**src/rtl/gate_bist_pkg.sv**
```systemverilog
// rtl/gate_bist_pkg.sv - shared types and constants for the gate self-test sequencer
package gate_bist_pkg;

  // Sequencer states
  typedef enum logic [1:0] {
    ST_IDLE   = 2'd0,
    ST_SETTLE = 2'd1,
    ST_CHECK  = 2'd2,
    ST_DONE   = 2'd3
  } bist_state_e;

  // Truth tables, bit v = expected output for input vector v
  localparam logic [7:0] AND3_TT = 8'h80;
  localparam logic [7:0] OR3_TT  = 8'hFE;

  // The count can reach 2^n (every vector failing), so it needs n+1 bits
  function automatic int err_count_w(input int n_inputs);
    return n_inputs + 1;
  endfunction

  // Settle counter holds SETTLE_CYCLES-1 at most; keep at least one bit
  function automatic int settle_cnt_w(input int settle_cycles);
    return (settle_cycles > 1) ? $clog2(settle_cycles) : 1;
  endfunction

endpackage

```
**src/rtl/settle_timer.sv**
```systemverilog
// rtl/settle_timer.sv - loadable down-counter with a zero flag for the settle wait
module settle_timer #(
  parameter int W = 2
) (
  input  logic         clk,
  input  logic         rst_n,
  input  logic         i_load,
  input  logic [W-1:0] i_load_val,
  input  logic         i_dec,
  output logic         o_zero
);

  logic [W-1:0] r_count;

  // Load has priority; decrement stops at zero
  always_ff @(posedge clk or negedge rst_n) begin
    if (!rst_n) begin
      r_count <= '0;
    end else if (i_load) begin
      r_count <= i_load_val;
    end else if (i_dec && (r_count != '0)) begin
      r_count <= r_count - 1'b1;
    end
  end

  assign o_zero = (r_count == '0);

endmodule

```
**src/rtl/gate_selftest_seq.sv**
```systemverilog
// rtl/gate_selftest_seq.sv - exhaustive-vector self-test sequencer for an N-input gate
module gate_selftest_seq
  import gate_bist_pkg::*;
#(
  parameter int                        N_INPUTS      = 3,
  parameter int                        SETTLE_CYCLES = 4,
  parameter logic [(1<<N_INPUTS)-1:0]  EXPECT_TT     = 8'h80
) (
  input  logic                  clk,
  input  logic                  rst_n,
  input  logic                  start,
  input  logic                  abort,
  output logic [N_INPUTS-1:0]   stim,
  input  logic                  dut_o,
  output logic                  busy,
  output logic                  done,
  output logic                  pass,
  output logic [N_INPUTS:0]     err_count,
  output logic [N_INPUTS-1:0]   first_fail,
  output logic                  fail_valid
);

  localparam int                 NV       = 1 << N_INPUTS;
  localparam int                 EW       = err_count_w(N_INPUTS);
  localparam int                 CW       = settle_cnt_w(SETTLE_CYCLES);
  localparam logic [CW-1:0]      RELOAD   = CW'(SETTLE_CYCLES - 1);
  localparam logic [N_INPUTS-1:0] LAST_VEC = N_INPUTS'(NV - 1);
  localparam logic [EW-1:0]      ERR_MAX  = EW'(NV);

  bist_state_e         r_state;
  bist_state_e         w_next_state;
  logic [N_INPUTS-1:0] r_vec;
  logic [N_INPUTS-1:0] r_stim;
  logic                r_busy;
  logic                r_done;
  logic                r_pass;
  logic [EW-1:0]       r_err;
  logic [N_INPUTS-1:0] r_first;
  logic                r_fvalid;

  logic w_load;
  logic w_dec;
  logic w_zero;
  logic w_accept;
  logic w_check;
  logic w_mismatch;
  logic w_active;

  settle_timer #(.W(CW)) u_settle_timer (
    .clk        (clk),
    .rst_n      (rst_n),
    .i_load     (w_load),
    .i_load_val (RELOAD),
    .i_dec      (w_dec),
    .o_zero     (w_zero)
  );

  // A start is only accepted from IDLE and never alongside abort
  assign w_accept   = (r_state == ST_IDLE) && start && !abort;
  assign w_check    = (r_state == ST_CHECK) && !abort;
  assign w_mismatch = w_check && (dut_o != EXPECT_TT[r_vec]);
  assign w_active   = (r_state == ST_SETTLE) || (r_state == ST_CHECK);

  // State register
  always_ff @(posedge clk or negedge rst_n) begin
    if (!rst_n) begin
      r_state <= ST_IDLE;
    end else begin
      r_state <= w_next_state;
    end
  end

  // Next-state and timer control; abort overrides every transition
  always_comb begin
    w_next_state = r_state;
    w_load       = 1'b0;
    w_dec        = 1'b0;
    if (abort) begin
      w_next_state = ST_IDLE;
    end else begin
      case (r_state)
        ST_IDLE: begin
          if (start) begin
            w_next_state = ST_SETTLE;
            w_load       = 1'b1;
          end
        end
        ST_SETTLE: begin
          if (w_zero) begin
            w_next_state = ST_CHECK;
          end else begin
            w_dec = 1'b1;
          end
        end
        ST_CHECK: begin
          if (r_vec == LAST_VEC) begin
            w_next_state = ST_DONE;
          end else begin
            w_next_state = ST_SETTLE;
            w_load       = 1'b1;
          end
        end
        default: begin
          w_next_state = ST_IDLE;
        end
      endcase
    end
  end

  // Vector register: restarts at 0 on each run, advances after each non-terminal check
  always_ff @(posedge clk or negedge rst_n) begin
    if (!rst_n) begin
      r_vec <= '0;
    end else if (w_accept) begin
      r_vec <= '0;
    end else if (w_check && (r_vec != LAST_VEC)) begin
      r_vec <= r_vec + 1'b1;
    end
  end

  // Registered status outputs follow the state one cycle later; abort zeroes them at once
  always_ff @(posedge clk or negedge rst_n) begin
    if (!rst_n) begin
      r_stim <= '0;
      r_busy <= 1'b0;
      r_done <= 1'b0;
    end else if (abort) begin
      r_stim <= '0;
      r_busy <= 1'b0;
      r_done <= 1'b0;
    end else begin
      r_stim <= w_active ? r_vec : '0;
      r_busy <= w_active;
      r_done <= (r_state == ST_DONE);
    end
  end

  // Result registers: cleared on accepted start, held otherwise
  always_ff @(posedge clk or negedge rst_n) begin
    if (!rst_n) begin
      r_pass   <= 1'b0;
      r_err    <= '0;
      r_first  <= '0;
      r_fvalid <= 1'b0;
    end else if (w_accept) begin
      r_pass   <= 1'b0;
      r_err    <= '0;
      r_first  <= '0;
      r_fvalid <= 1'b0;
    end else begin
      if (w_mismatch) begin
        if (r_err != ERR_MAX) begin
          r_err <= r_err + 1'b1;
        end
        if (!r_fvalid) begin
          r_first  <= r_vec;
          r_fvalid <= 1'b1;
        end
      end
      if ((r_state == ST_DONE) && !abort) begin
        r_pass <= (r_err == '0);
      end
    end
  end

  assign stim       = r_stim;
  assign busy       = r_busy;
  assign done       = r_done;
  assign pass       = r_pass;
  assign err_count  = r_err;
  assign first_fail = r_first;
  assign fail_valid = r_fvalid;

endmodule

```
**config.mk**
```make
export PLATFORM = sky130hd
export DESIGN_NAME = gate_selftest_seq
export DESIGN_NICKNAME = d
export VERILOG_FILES = /design/src/rtl/gate_bist_pkg.sv /design/src/rtl/settle_timer.sv /design/src/rtl/gate_selftest_seq.sv
export SDC_FILE = /design/constraint.sdc
export NUM_CORES = 1
export LEC_CHECK = 0
export ABC_AREA = 0
export BUFFER_PORTS_ARGS = -buffer_cell sky130_fd_sc_hd__clkbuf_2
export CAP_MARGIN = 10
export CORE_UTILIZATION = 49
export DETAILED_ROUTE_END_ITERATION = 12
export MAX_ROUTING_LAYER = met4
export PLACE_DENSITY = 0.74
export REMOVE_ABC_BUFFERS = 1
export SYNTH_ARGS = -nofsm -noshare
export SYNTH_HDL_FRONTEND = slang
export SYNTH_SLANG_ARGS = --single-unit
```
**constraint.sdc**
```tcl
create_clock -name clk -period 1.6 [get_ports clk]
set_input_delay 0.24 -clock clk [delete_from_list [all_inputs] [get_ports clk]]
set_output_delay 0.24 -clock clk [all_outputs]
set_load 0.05 [all_outputs]
```
-- Word-level counts from Yosys, hierarchy flattened
Memories as Yosys holds them, arrays and structs flattened.
Cells that the tools add are included.
- register bits: 21
- latch bits: 0
- RAM bits: 0
- ROM bits: 8
- input bits: 5
- output and inout port bits: 14
- word-level logic and storage cells: 77
- memories: 1
- memory list (memory ; depth ; width ; read ports ; clocked after Yosys merged registers in ; write ports ; RTL line ; RTL):
    (name not given) ; 8 ; 1 ; 1 ; 0 ; 0 ; gate_selftest_seq.sv:61 ; assign w_mismatch = w_check && (dut_o != EXPECT_TT[r_vec]);
- add/sub/neg operators: 3
- multipliers: 0
- divide/modulo/power cells: 0
- $lt $le $gt $ge: 1
- equal/unequal tests: 10
- shifts and indexed selects: 0
- mux-type cells: 31
- bitwise gates (word level): 0
- reduce and logical (&&, ||, !) cells: 21
- operators by type and width (operator ; number):
    $mux 3 ; 7
    $mux 1 ; 13
    $mux 2 ; 6
    $mux 4 ; 3
    $reduce_bool 2->1 ; 6
    $logic_and 1x1->1 ; 7
    $ne 3x3->1 const B ; 2
    $pmux 2 s3 ; 1
    $reduce_and 2->1 ; 3
    $add 4x1->4 const B ; 1
    $eq 2x2->1 const B ; 2
    $logic_not 2->1 ; 2
    $logic_not 4->1 ; 1
    $lt 3x4->1 const B ; 1
    $ne 4x4->1 const B ; 1
    $add 3x1->3 const B ; 1
    $eq 3x3->1 const B ; 1
    $ne 3x2->1 const B ; 1
    $eq 2x1->1 const B ; 1
    $ne 2x1->1 const B ; 1
    $pmux 1 s2 ; 1
    $sub 2x1->2 const B ; 1
    $logic_not 1->1 ; 1
    $logic_or 1x1->1 ; 1
    $ne 1x1->1 ; 1

-- Depth between registers and ports, before layout
Gate-level depths: netlist (run 1).
- depth after elaboration: 7
- gate-level depth with buffers: 6
- mapped depth without buffers: 5

-- Cells and area by module
Synthesis (run 1) repeated with hierarchy kept, for this count alone.
- cell total of the unflattened synthesis: 107
- area, all modules: 1136.1 sq um
- by module, submodules not included (module ; times used ; cells each ; area each (sq um)):
    gate_selftest_seq ; 1 ; 94 ; 1003.5
    settle_timer ; 1 ; 13 ; 132.6

-- Least setup slack after synthesis (run 1)
Ideal clock, no wire load.
- kind: register to register
- from: register r_vec[0]
- to: register r_err[3], in the netlist err_count[3]
- data arrival time: 1599 ps
- path slack: -76 ps
- stages on the path, launching flop included: 6
- path buffers: 0
- clock period less this slack: 1676 ps
- cells stage by stage: dfrtp_1 > ha_1 > ha_1 > xnor2_1 > or4_1 > a21oi_1
- longest elaborated chain between the ends: 6
- ends and longest elaborated chain (item ; RTL line ; RTL):
    start: declaration ; gate_selftest_seq.sv:32 ; logic [N_INPUTS-1:0] r_vec;
    start signal: assignment ; gate_selftest_seq.sv:117 ; r_vec <= r_vec + 1'b1;
    $mem_v2 8x1 ; - ;
    $mux 1 (not written as such) ; gate_selftest_seq.sv:61 ;
    $ne 1x1->1 ; gate_selftest_seq.sv:61 ;
    $logic_and 1x1->1 ; gate_selftest_seq.sv:61 ;
    $reduce_bool 2->1 (no line) ; - ;
    $reduce_and 2->1 (no line) ; - ;
    end signal: assignment ; gate_selftest_seq.sv:153 ; r_err <= r_err + 1'b1;
    end: declaration ; gate_selftest_seq.sv:37 ; logic [EW-1:0] r_err;
No other way between the ends. The select of a mux whose other input is x is not followed.
A chain may end at the register's enable or synchronous reset.

-- Worst setup path after layout (run 1)
Same ends and word-level chain as after synthesis.

==> results of run 1 <==
-- worst paths after layout --
path,endpoint,cells past startpoint,startpoint
worst max-delay path,err_count[3]$_DFFE_PN0P_,5,r_vec[0]$_DFFE_PN0P_
worst min-delay path,r_state[0]$_DFFE_PN0P_,3,abort
worst max register to register,err_count[3]$_DFFE_PN0P_,5,r_vec[0]$_DFFE_PN0P_
worst min register to register,u_settle_timer.r_count[1]$_DFFE_PN0P_,2,u_settle_timer.r_count[1]$_DFFE_PN0P_
max in group asynchronous,err_count[2]$_DFFE_PN0P_,2,rst_n
min in group asynchronous,busy$_DFF_PN0_,2,rst_n
-- per-stage QoR --
stage	setup TNS [ns]	utilization [%]	instances	power, mW	hold WS, ns
after global placement	-0.178	63.0	155	1.45	0.243
after detailed placement	-0.726	63.0	155	1.47	0.241
after CTS	0	66.8	161	1.73	0.327
after global routing	-0.153	70.0	164	1.91	0.343
final	-0.00833	70.0	164	1.77	0.324
after floorplan	-0.122	-	101	1.25	-0.0556
-- worst max-delay path: cells and delay by family, from the launching register on --
kind,cells,cell delay (ns)
flip-flops,1,0.43
XOR/XNOR,1,0.16
AND/OR/NAND/NOR,1,0.45
adder cells (fa/ha/maj),2,0.36
AO/OA/AOI/OAI,1,0.14
-- sequential cells by signal (all words and copies together), names as in the netlist --
signal	flops
busy	1
done	1
err_count	4
fail_valid	1
first_fail	3
pass	1
r_state	2
r_vec	3
stim	3
u_settle_timer.r_count	2
-- cells in the final DEF (no fill, tap or decap), types with 2 or more instances in the layout --
master    netlist  routed
nand3b_1        2       2
xnor2_1         3       2
buf_4           0      13
and2b_2         2       2
clkbuf_2        0      18
o21ai_0         3       3
mux2i_1         6       6
nand2_1        14      14
a21oi_1         6       5
nor2_1          4       4
ha_4            0       2
inv_1           8       8
ha_1           10       7
clkbuf_4        0       3
dfrtp_1        21      21
nor3b_1         2       2
and2_1          3       3
-- power groups by stage --
stage | combinational, mW | clock (mW) | sequential (mW)
floorplan | 0.349 | 0 | 0.901
global placement | 0.742 | 0 | 0.710
detailed placement | 0.757 | 0 | 0.715
CTS | 0.774 | 0.256 | 0.704
global route | 0.895 | 0.292 | 0.723
finish | 0.808 | 0.255 | 0.710
-- cells in the mapped netlist (2+ instances only) --
cell type / instances
inv_1: 8
ha_1: 10
nand2_1: 14
mux2i_1: 6
xnor2_1: 3
clkbuf_1: 2
o21ai_0: 3
and2b_2: 2
dfrtp_1: 21
nor3b_1: 2
and2_1: 3
nand3b_1: 2
nor2_1: 4
a21oi_1: 6
-- per-layer routing --
| metal | GRT usage (%) | up-vias |
|---|---|---|
| met4 | 4.29 | 0 |
| met2 | 34.7 | 29 |
| met3 | 3.70 | 4 |
| met1 | 25.7 | 414 |
| li1 | - | 424 |
| met5 | - | - |
-- cell families (layout without fill, tap and decap cells) --
logic type                 count (synthesis)  after routing
AOI/OAI and AO/OA                         18             18
buffers and inverters                     12             44
DFF                                       21             21
xor gates and xnor gates                   3              3
and+or+nand+nor                           35             35
adders and majority gates                 10             10
muxes                                      6              6
-- what timing repair did --
item / in CTS / in global routing
resized for setup: 5 / 6
setup endpoints to repair: 8 / 8
endpoints found under the hold margin: 21 / 0
hold buffers: 1 / 0
pin swaps: 5 / 2
buffers inserted: 1 / 3
-- final cells by class --
class | count | area [µm²]
Inverter | 8 | 30.0
Clock buffer | 4 | 26.3
Multi-Input combinational cell | 72 | 616
Timing Repair Buffer | 32 | 198
Fill cell | 155 | 613
Tap cell | 27 | 33.8
Sequential cell | 21 | 526
==> results by group, run 1 <==
Logic synthesis
  • Synth cell types: 33
  • Asr flop ratio synth: 100%
  • Top_reg_cell synth: dfrtp_1
  • Post-synth EDFFs: 0
  • Largest family of logic cells by synthesized area: simple AND/OR/NAND/NOR gates
  • Synthesized cell area: 0.00112 mm²
  • Post-Synth Simple-Gate Area: 18.0%
  • Post-Syn Instances: 105
  • Post-Synth XOR/XNOR Area: around 2.4%
  • Warning count from the yosys run: 0
  • Top cell type's share of synthesized area: between 40% and 50%
  • Seq/Total Area, Yosys: 47.0%
  • Synth Area in Adders: 11.2%
  • Mapped Avg Cell Area: 10.6 µm²
  • Synth Register Bits: 21
  • Dominant cell type by area after synthesis: dfrtp_1
  • Mux contribution to synthesized area: 5.38%
  • Top post-synthesis cells by area: dfrtp_1 (47%), ha_1 (11%), mux2i_1 (5.4%), nand2_1 (4.7%), a21oi_1 (2.7%)
  • Post-synthesis compound-gate area fraction: a little under an eighth

Drt
  • Highest Signal Layer: met4
  • DRC Markers: 0
  • Final WL: 2.33 mm
  • Drt wl/cell: 14.2 µm
  • Vias: 871
  • Total length of routed met2 wires: between 1 and 1.5 mm
  • Wl on met1: between 1 and 1.5 mm
  • Routed wire length on met3: between 100 and 150 µm
  • Detail Route Antenna Nets: 0
  • Iteration-0 DRC count of the detailed router: 12
  • DR vias/cell: 5.31
  • Drt first pass iters: 4

Placed design
  • Place WS: -0.134 ns
  • Dpl hpwl: between 1.5 and 2 mm
  • Port bufs: 18
  • Area after DPL: 0.00129 mm²
  • Routability cong.: 0.816

Setup path
  • Worst setup EP type: register
  • Critical path's largest stage delay: between 0.4 and 0.5 ns
  • Critical Path Source Type: register
  • CP max stage cell: or4_1
  • Reg-to-reg slack, setup: -0.008 ns
  • Most frequent CP cell: ha_4
  • Critical path class: register to register
  • Critical Path, Cell by Cell: ha_4 -> ha_4 -> xnor2_4 -> or4_1 -> a21oi_2
  • Worst path required time: 1.84 ns
  • Max FO, Critical Path: 6
  • Crit path DAT: 1.84 ns

Clocking
  • Reg clk slew, reported paths: roughly 0.12 ns
  • Clk_lat worst skew: around 0.30 ns
  • CTS tree: done
  • Htree depth: 1
  • Clock root buffer: clkbuf_4
  • Inserted Clock Buffers: 3
  • CTS sink cnt: 21
  • Max Buffers Root-to-Sink: 2

Global routing
  • Vias in the first global route: 829
  • First-pass GRT wire length: 3.75 mm
  • Gr usage total: between 20% and 30%
  • Initial antenna violation count: 0
  • Largest net degree at the start of global routing: 22
  • GRT overflow: 0

Floorplan
  • Die ar.: ~0.0025 mm²
  • Core ar.: 0.00204 mm²
  • Starting Density: 54.7%
  • IO Count: 19
  • Rows: 16
  • Die width: slightly below 50 µm
  • Die Y: 49.8 µm

Power and ir drop
  • Lkg Pwr: 0.698 nW
  • Switching share of power: between 40% and 50%
  • Net Sw Power: 0.743 mW
  • Comb pwr share: 45.6%
  • Pwr per Cell Area: 1240 mW/mm²
  • Clock group share of total power: 14.4%
  • Flop pwr share: 40.0%
  • Internal power: ~1 mW
  • Peak VDD IR: 0.000837 V

Timing
  • Unrepaired setup endpoints after global routing: true
  • Fmax: 622 MHz
  • Fin. Hold Viols: 0
  • Worst slew pin tran: 0.536 ns
  • Slew Viols, Final: 0
  • Min setup slack post-route: -0.00833 ns
  • Setup violators final: 1
  • Fin crit share: 101%
  • Fin Clk Skew: 0.00308 ns
  • Final worst path period need: between 1.5 and 2 ns
  • Max-slew headroom: 64.2%

Min path
  • Hold/Removal Path Class: input pin to register

Finish
  • Design area: 0.00143 mm²
  • Nets: roughly 150
  • ANT cells: 0
  • Area Growth Syn to Fin: 27.9%
  • Layout cells sized above 1: 34.3%

Flow run
  • Max cap viols: 0

Outcome
  • Failing checks: setup timing
  • Run status: finished, violations left
(Power assumes the default switching activity.)
==> run 2: changes to the inputs <==
SYNTH_HIERARCHICAL = 1   (was unset)
==> results by group, run 2 <==
Power and ir drop
  • Comb pwr share: 53.0% (+7.4 points)
  • Internal power: 1.21 mW (+17%)
  • Flop pwr share: 34.7% (-5.3 points)
  • Lkg Pwr: 0.772 nW (+11%)
  • Net Sw Power: 0.867 mW (+17%)
  • Switching share of power: 41.8% (-0.14 points)
  • Pwr per Cell Area: 1330 mW/mm² (+7.4%)
  • Clock group share of total power: 12.2% (-2.2 points)
  • Peak VDD IR: 0.00117 V (+40%)

Logic synthesis
  • Post-Syn Instances: 107 (+1.9%)
  • Top-count cell post-synth: dfrtp_1
  • Top_reg_cell synth: dfrtp_1
  • Synth cell types: 30 (-9.1%)
  • Mapped Avg Cell Area: 10.6 µm² (-0.22%)
  • Post-synth EDFFs: 0 (unchanged)
  • Top cell type's share of synthesized area: 46.3% (-0.78 points)
  • Most common library cells after synthesis: dfrtp_1 (21), nor2_1 (15), ha_1 (11)
  • Warning count from the yosys run: 6 (+6)
  • Seq/Total Area, Yosys: 46.3% (-0.78 points)
  • Dominant cell type by area after synthesis: dfrtp_1
  • Asr flop ratio synth: 100% (unchanged)
  • Synth Register Bits: 21 (unchanged)
  • Top post-synthesis cells by area: dfrtp_1 (46%), ha_1 (12%), nor2_1 (5.0%), mux2i_1 (4.4%), xnor2_1 (3.1%)
  • Synthesized cell area: 0.00114 mm² (+1.7%)

Min path
  • Hold/Removal Path Class: input pin to register
  • Hold wc startpoint: abort

Outcome
  • Failing checks: setup timing
  • Run status: finished, violations left

Global routing
  • First-pass GRT wire length: 4.02 mm (+7.0%)
  • GRT overflow: 0 (unchanged)
  • Largest net degree at the start of global routing: 22 (unchanged)
  • Vias in the first global route: 894 (+7.8%)
  • Met2 usage in global routing: 39.1% (+4.4 points)
  • Met1 GRT Util: 25.0% (-0.69 points)
  • Initial antenna violation count: 0 (unchanged)
  • Gr usage total: 22.6% (+2.1 points)
  • GRT busiest layer: met2
  • Met3 Track Usage GR: 3.64% (-0.067 points)

Setup path
  • Worst path required time: 1.79 ns (-0.05 ns)
  • Crit path DAT: 1.95 ns (+0.11 ns)
  • Worst setup EP type: register
  • Critical path's largest stage delay: 0.41 ns (-0.04 ns)
  • Critical Path Source Type: register
  • Critical Path, Cell by Cell: ha_2 -> ha_1 -> or3b_4 -> a21oi_4 -> or4b_4 -> o311ai_4
  • CP Launch Point: r_vec[1]$_DFFE_PN0P_
  • Worst r2r src: r_vec[1]$_DFFE_PN0P_
  • CP max stage cell: dfrtp_1
  • Max FO, Critical Path: 6 (unchanged)
  • Critical path class: register to register

Timing
  • Unrepaired setup endpoints after global routing: true
  • Fmax: 568 MHz (-8.7%)
  • Final worst path period need: 1.76 ns (+0.153 ns)
  • Worst slew pin tran: 0.512 ns (-0.0246 ns)
  • Slew Viols, Final: 0 (unchanged)
  • Fin Clk Skew: 0.00621 ns (+0.00313 ns)
  • Max-slew headroom: 65.9% (+1.6 points)
  • Fin crit share: 110% (+9.6 points)
  • Min setup slack post-route: -0.161 ns (-0.153 ns)
  • Setup violators final: 8 (+7)
  • Fin. Hold Viols: 0 (unchanged)

Floorplan
  • Die ar.: 0.00252 mm² (+1.6%)
  • Die Y: 50.2 µm (+0.80%)
  • IO Count: 19 (unchanged)
  • Core ar.: 0.00219 mm² (+7.3%)
  • Rows: 17 (+1)
  • Starting Density: 51.9% (-2.9 points)
  • Die width: 50.2 µm (+0.80%)

Finish
  • Nets: 167 (+9.2%)
  • Area Growth Syn to Fin: 37.1%
  • Final Util: 71.1% (+1.1 points)
  • Most frequent cells in the layout: dfrtp_1 (21), buf_4 (19), clkbuf_2 (18), nor2_1 (12)
  • Most common cell after layout, fill and taps aside: dfrtp_1
  • Layout cells sized above 1: 42.0% (+7.7 points)
  • Largest register FFs: 4 (unchanged)
  • ANT cells: 0 (unchanged)
  • Fillers: 150 (-3.2%)

Placed design
  • Port bufs: 18 (unchanged)
  • Routability cong.: 0.679 (-17%)
  • Place WS: -0.334 ns (-0.200 ns)
  • Dpl hpwl: 1.63 mm (+6.7%)

Drt
  • DR vias/cell: 5.17 (-2.6%)
  • Drt first pass iters: 4 (unchanged)
  • DRC Markers: 0 (unchanged)
  • Final WL: 2.46 mm (+5.6%)
  • Vias: 921 (+5.7%)
  • Drt wl/cell: 13.8 µm (-2.7%)
  • Iteration-0 DRC count of the detailed router: 7 (-5)
  • Detail Route Antenna Nets: 0 (unchanged)

Clocking
  • Htree depth: 1 (unchanged)
  • Inserted Clock Buffers: 3 (unchanged)
  • Clock root buffer: clkbuf_4
  • Reg clk slew, reported paths: 0.11 ns (about the same)
  • Max Buffers Root-to-Sink: 2 (unchanged)
  • CTS tree: done
  • CTS sink cnt: 21 (unchanged)
  • Clk_lat worst skew: 0.31 ns (about the same)

Flow run
  • Max cap viols: 0 (unchanged)
-- run 2: worst paths after layout --
check                           depth (start not counted)                                    end  slack (ns)
worst max-delay path                                    6  u_settle_timer/r_count[1]$_DFFE_PN0P_       -0.16
worst min-delay path                                    2                         done$_DFF_PN0_        0.34
worst max register to register                          6  u_settle_timer/r_count[1]$_DFFE_PN0P_       -0.16
worst min register to register                          2              first_fail[0]$_DFFE_PN0P_        0.53
max in group asynchronous                               2               err_count[0]$_DFFE_PN0P_        0.83
min in group asynchronous                               2  u_settle_timer/r_count[1]$_DFFE_PN0P_        0.42
-- run 2: cells by family after synthesis --
group | count (synthesis) | share of synthesized area (%)
DFF | 21 | 46.3
adders and majority gates | 11 | 12.1
muxes | 5 | 4.41
other | 1 | 0.330
buffers and inverters | 10 | 4.63
and+or+nand+nor | 39 | 19.4
AOI/OAI and AO/OA | 16 | 9.80
xor gates and xnor gates | 4 | 3.08
-- run 2: critical path: cells and delay by family (launching register included) --
kind,cells,cell delay (ns)
AOI/OAI and AO/OA,2,0.27
adders and majority gates,2,0.39
DFF,1,0.41
and+or+nand+nor,2,0.58
-- run 2: power groups by stage --
stage	sequential [mW]	combinational [mW]	clock [mW]
6_report	0.721	1.10	0.254
5_1_grt	0.734	1.19	0.290
4_1_cts	0.717	1.03	0.266
3_5_place_dp	0.727	0.910	0
3_3_place_gp	0.721	0.870	0
2_1_floorplan	0.927	0.366	0
-- run 2: stage by stage --
stage          std cells  hold WS, ns  power, mW  area [µm²]  TNS (ns)
3_5_place_dp         168        0.242       1.64        1370     -2.07
5_1_grt              178        0.339       2.22        1560     -1.43
6_report             178        0.343       2.08        1560    -0.780
4_1_cts              175        0.272       2.01        1500    -0.851
3_3_place_gp         168        0.234       1.59        1370     -1.70
2_1_floorplan        105      -0.0556       1.29        1110    -0.933
-- run 2: layer usage --
metal / share of wire (%) / up-vias / wire [µm]
met5: 0 / - / 0
met4: 2.3 / 0 / 57
met3: 3.5 / 7 / 87
met2: 53 / 23 / 1300
met1: 41 / 446 / 1020
li1: - / 445 / -
-- run 2: final cells by class --
cell class              count  area (µm²)  area share, %
multi-input cells          77         668           42.9
repair buffers             41         277           17.8
well taps                  28        35.0           2.25
inverters                   7        26.3           1.69
flip-flops and latches     21         526           33.7
clock buffers               4        26.3           1.69
-- run 2: repair_timing --
item	CTS	global route
hold endpoints to repair	21	0
setup buffers	3	2
setup endpoints to repair	10	16
pin swaps	7	3
cloned	0	1
resized for setup	17	11
hold buffers	1	0
